===== src/rtl/baud_autodetect.sv =====
// Auto-baud controller: measures a 0x55 sync character on rx and derives the
// 16x-oversampling divisor for the UART baud generator.
module baud_autodetect #(
    parameter int DVSR_W       = 11,
    parameter int CNT_W        = 20,
    parameter int DEFAULT_DVSR = 650
) (
    input  logic              clk,
    input  logic              reset_n,
    input  logic              rx,
    input  logic              start,
    output logic [DVSR_W-1:0] dvsr,
    output logic              locked,
    output logic              busy,
    output logic              done,
    output logic              error
);

    localparam int Q_W = CNT_W - 6;

    localparam logic [2:0] IDLE       = 3'd0;
    localparam logic [2:0] WAIT_START = 3'd1;
    localparam logic [2:0] MEASURE    = 3'd2;
    localparam logic [2:0] STOP       = 3'd3;
    localparam logic [2:0] SUCCESS    = 3'd4;
    localparam logic [2:0] FAIL       = 3'd5;

    localparam logic [CNT_W-1:0] CNT_MAX = '1;

    logic             rx_meta;
    logic             rx_s;
    logic             rx_prev;
    logic             fall;
    logic             rise;

    logic [2:0]       state;
    logic [CNT_W-1:0] cnt;
    logic [CNT_W-1:0] t_meas;
    logic [2:0]       fcnt;

    logic [CNT_W:0]   t_round;
    logic [Q_W-1:0]   q;
    logic [31:0]      q_ext;
    logic             q_ok;
    logic [DVSR_W-1:0] dvsr_new;
    logic [CNT_W-1:0] stop_limit;

    // Synchronizer flops reset to the idle line level so release never fakes an edge.
    always_ff @(posedge clk or negedge reset_n) begin
        if (!reset_n) begin
            rx_meta <= 1'b1;
            rx_s    <= 1'b1;
            rx_prev <= 1'b1;
        end else begin
            rx_meta <= rx;
            rx_s    <= rx_meta;
            rx_prev <= rx_s;
        end
    end

    assign fall = rx_prev & ~rx_s;
    assign rise = ~rx_prev & rx_s;

    // Divide eight bit periods by 128 (8 bits x 16 oversampling) with rounding.
    always_comb begin
        t_round    = {1'b0, t_meas} + (CNT_W + 1)'(64);
        q          = Q_W'(t_round >> 7);
        q_ext      = 32'(q);
        q_ok       = (q_ext >= 32'd2) && (q_ext <= (32'd1 << DVSR_W));
        dvsr_new   = DVSR_W'(q - Q_W'(1));
        stop_limit = t_meas >> 2;
    end

    always_ff @(posedge clk or negedge reset_n) begin
        if (!reset_n) begin
            state  <= IDLE;
            cnt    <= '0;
            fcnt   <= '0;
            t_meas <= '0;
            dvsr   <= DVSR_W'(DEFAULT_DVSR);
            locked <= 1'b0;
        end else begin
            case (state)
                IDLE: begin
                    if (start) begin
                        locked <= 1'b0;
                        state  <= WAIT_START;
                    end
                end

                WAIT_START: begin
                    if (fall) begin
                        cnt   <= '0;
                        fcnt  <= 3'd1;
                        state <= MEASURE;
                    end
                end

                // The fifth falling edge closes an eight-bit-period window.
                MEASURE: begin
                    if (fall && (fcnt == 3'd4)) begin
                        t_meas <= cnt;
                        cnt    <= '0;
                        state  <= STOP;
                    end else begin
                        if (cnt != CNT_MAX) begin
                            cnt <= cnt + CNT_W'(1);
                        end
                        if (fall) begin
                            fcnt <= fcnt + 3'd1;
                        end
                        if (cnt == CNT_MAX) begin
                            state <= FAIL;
                        end
                    end
                end

                // The stop bit must rise within a quarter of the measured window.
                STOP: begin
                    if (cnt != CNT_MAX) begin
                        cnt <= cnt + CNT_W'(1);
                    end
                    if (rise && (cnt <= stop_limit)) begin
                        if (q_ok) begin
                            dvsr   <= dvsr_new;
                            locked <= 1'b1;
                            state  <= SUCCESS;
                        end else begin
                            state <= FAIL;
                        end
                    end else if (cnt > stop_limit) begin
                        state <= FAIL;
                    end
                end

                SUCCESS: state <= IDLE;
                FAIL:    state <= IDLE;
                default: state <= IDLE;
            endcase
        end
    end

    assign busy  = (state != IDLE);
    assign done  = (state == SUCCESS);
    assign error = (state == FAIL);

endmodule


===== config.mk =====
export PLATFORM = sky130hd
export DESIGN_NAME = baud_autodetect
export DESIGN_NICKNAME = d
export VERILOG_FILES = /design/src/rtl/baud_autodetect.sv
export SDC_FILE = /design/constraint.sdc
export NUM_CORES = 1
export LEC_CHECK = 0
export ABC_AREA = 1
export BUFFER_PORTS_ARGS = -buffer_cell sky130_fd_sc_hd__buf_2
export CAP_MARGIN = 20
export CORE_ASPECT_RATIO = 0.9
export CORE_MARGIN = 2
export CORE_UTILIZATION = 67
export DETAILED_ROUTE_END_ITERATION = 10
export GPL_TIMING_DRIVEN = 0
export PLACE_DENSITY = 0.86
export SLEW_MARGIN = 0
export SYNTH_ARGS = -nofsm -noshare
export SYNTH_HDL_FRONTEND = slang
export SYNTH_SLANG_ARGS = --single-unit

===== constraint.sdc =====
create_clock -name clk -period 3.2 [get_ports clk]
set_clock_uncertainty 0.1 [all_clocks]
set_input_delay 0.64 -clock clk [delete_from_list [all_inputs] [get_ports clk]]
set_output_delay 0.64 -clock clk [all_outputs]
set_load 0.1 [all_outputs]

==> results.toml <==
[worst_setup_path]
end_kind = "flop"
worstPathRequired_ps = 3330
r2r_cells = 12
crit_type = "reg -> reg"
cp_max_fo = 10
r2r-end = "dvsr[2]$_DFFE_PN0P_"
crit_start = "t_meas[17]$_DFFE_PN0P_"
reg2reg_slack_ps = 680
start_kind = "flop"
rr_startpoint = "t_meas[17]$_DFFE_PN0P_"
arrival_ps = 2650

[flow_run]
maxCapViolations = 0

[timing]
slew_headroom = 0.454
setup_slack_ps = 677
finalHoldViolCount = 0
worst_slew_pin_slew_ps = 819
drv_slew = 0
setup_tns_ps = 0
rsz0062_at_grt = "false"
setup_viol = 0
period_minus_slack_ps = 2520
clock.fmax_mhz = 396
period_share = 0.789

[global_routing]
grt_use_total = 0.289
grt_pass1_wl_um = 15100
grt_pass1_vias = 3433
antenna_found_initial = 0
overflow = 0
grt_max_degree = 37

[drt]
drtIter0Drc = 242
viasPerCell = 5.46
first_pass_iters = 5
routed_wl_um = 8610
via_count = 3571
drc = 0
antenna_left = 0
wire_per_inst_um = 13.2

[worst_hold_path]
hold_class = "reg -> reg"
holdPathStages = 0
min-delay-start = "rx_meta$_DFF_PN1_"
hold_end = "rx_s$_DFF_PN1_"

[synthesis]
synthDistinctLibCells = 37
ys_ff_latch = 59
synth.yosys.seq_area_share = 0.372
netlist_instances = 549
synthesis.nets = 577
synth_area_mm2 = 0.00399
yosysWarnings = 0
avgSynthCellArea_um2 = 7.27

[clocking]
path_clk_slew_ps = 60
hold_buffers = 0
cts.sinks = 59
cts_resized = 0
clockBufferDepth = 2
cts_buffers = 9
postCtsSetupBuffers = 0
cts-root-buf = "clkbuf_8"
ctsHtreeMaxLevel = 3
insertion_delay_ps = 340
cts_tree = "yes"

[floorplanning]
core_area_mm2 = 0.00573
dieArea_mm2 = 0.00659
fp-row-count = 26
die_w_um = 85.3
start_util = 0.697
io_pins = 19
die_h_um = 77.2

[final_layout]
nNetsFinal = 607
drive_above_1_share = 0.135
area_growth_syn_to_layout_pct = 9.47
diodes = 0
layout_commonest_cell = "nand2_1"
fin_area_mm2 = 0.00437
final_cell_mix = "nand2_1 (142), inv_1 (70), nor2_1 (62)"

[placement]
dpl.hpwl_um = 6580
finalWeightedCongestion = 0.921
place_area_mm2 = 0.00420
place_ws_ps = 688
portBuffers = 18

[power]
power_leakage_nw = 2.25
power.density_mw_per_mm2 = 508
peakVddDrop_mv = 0.476
p_total_mw = 2.22

[outcome]
status = "finished clean"
-- routing by layer --
layer | GRT usage | up-vias | share of wire
li1 | - | 1838 | -
met1 | 0.367 | 1622 | 0.45
met5 | 0 | - | 0
met3 | 0.0678 | 19 | 0.044
met4 | 0.110 | 0 | 0.026
met2 | 0.478 | 92 | 0.48
-- state kept, by name, summed over array words and instances, names as in the netlist --
name / flops
cnt: 20
t_meas: 18
dvsr: 11
fcnt: 3
state: 3
locked: 1
rx_meta: 1
rx_prev: 1
rx_s: 1
-- final cells by class --
class	instances	area, µm²
Buffer	5	26.3
Clock buffer	14	163
Clock inverter	2	10.0
Fill cell	426	1360
Inverter	74	278
Multi-Input combinational cell	411	2200
Sequential cell	59	1490
Tap cell	70	87.6
Timing Repair Buffer	19	118
-- where the power goes --
group / internal (mW) / switching [mW] / total (mW)
sequential: 0.809 / 0.0563 / 0.866
combinational: 0.186 / 0.563 / 0.749
clock: 0.321 / 0.281 / 0.602
-- worst max path at each step --
stage / endpoint / slack (ps)
after floorplan: error / 620
after global placement: dvsr[5]$_DFFE_PN0P_ / 730
after detailed placement: dvsr[6]$_DFFE_PN0P_ / 690
after CTS: dvsr[6]$_DFFE_PN0P_ / 680
after global routing: dvsr[0]$_DFFE_PN0P_ / 460
final: dvsr[2]$_DFFE_PN0P_ / 680
-- cells by family after synthesis --
group / after synthesis / synth area share
and+or+nand+nor: 301 / 0.339
buffers and inverters: 79 / 0.0762
AOI/OAI and AO/OA: 70 / 0.102
DFF: 59 / 0.372
adders and majority gates: 24 / 0.0753
xor gates and xnor gates: 16 / 0.0351
-- cells in the mapped netlist --
| cell | instances | area (µm²) |
|---|---|---|
| nand3_1 | 41 | 205 |
| clkbuf_1 | 4 | 15.0 |
| and2_1 | 1 | 6.26 |
| nor2_4 | 4 | 45.0 |
| nand2_1 | 142 | 533 |
| o21ai_4 | 1 | 16.3 |
| a21oi_1 | 14 | 70.1 |
| o31ai_1 | 1 | 7.51 |
| nand2_2 | 10 | 62.6 |
| o22ai_1 | 1 | 6.26 |
| nor2_2 | 8 | 50.1 |
| o21ai_1 | 3 | 15.0 |
| xnor2_1 | 5 | 43.8 |
| ha_1 | 24 | 300 |
| buf_6 | 1 | 11.3 |
| xor2_1 | 11 | 96.3 |
| nor4_1 | 2 | 12.5 |
| o21ai_2 | 6 | 52.6 |
| nor3_2 | 1 | 10.0 |
| nand3_4 | 1 | 17.5 |
| o21bai_1 | 2 | 15.0 |
| o211ai_1 | 1 | 7.51 |
| o21ai_0 | 37 | 185 |
| a221oi_1 | 1 | 8.76 |
| and3_1 | 1 | 6.26 |
| nand3b_1 | 1 | 7.51 |
| nand4_1 | 11 | 68.8 |
| dfstp_2 | 7 | 184 |
| nand3_2 | 3 | 30.0 |
| o21a_1 | 1 | 7.51 |
| a21o_1 | 2 | 15.0 |
| inv_2 | 4 | 15.0 |
| dfrtp_1 | 52 | 1300 |
| or2_2 | 1 | 6.26 |
| nor3_1 | 12 | 60.1 |
| nor2_1 | 62 | 233 |
| inv_1 | 70 | 263 |
-- critical path, cell delays in order, from the launching register on --
cell and delay, ps:
dfrtp_1 400, inv_1 100, ha_1 300, nand2_1 70, nor3_1 360, nand4_1 140, nand2_1 220, nand2_1 100
nor2_2 190, nand3_4 130, buf_6 190, nand2_2 60, o21ai_2 50
-- through the flow --
stage / cells / hold slack, ps / utilization
6_report: 654 / 256 / 0.763
3_3_place_gp: 637 / 246 / 0.728
2_1_floorplan: 549 / 244 / -
4_1_cts: 654 / 257 / 0.763
5_1_grt: 654 / 258 / 0.763
3_5_place_dp: 638 / 247 / 0.733
Note: power is estimated with default switching activity, not from simulation.
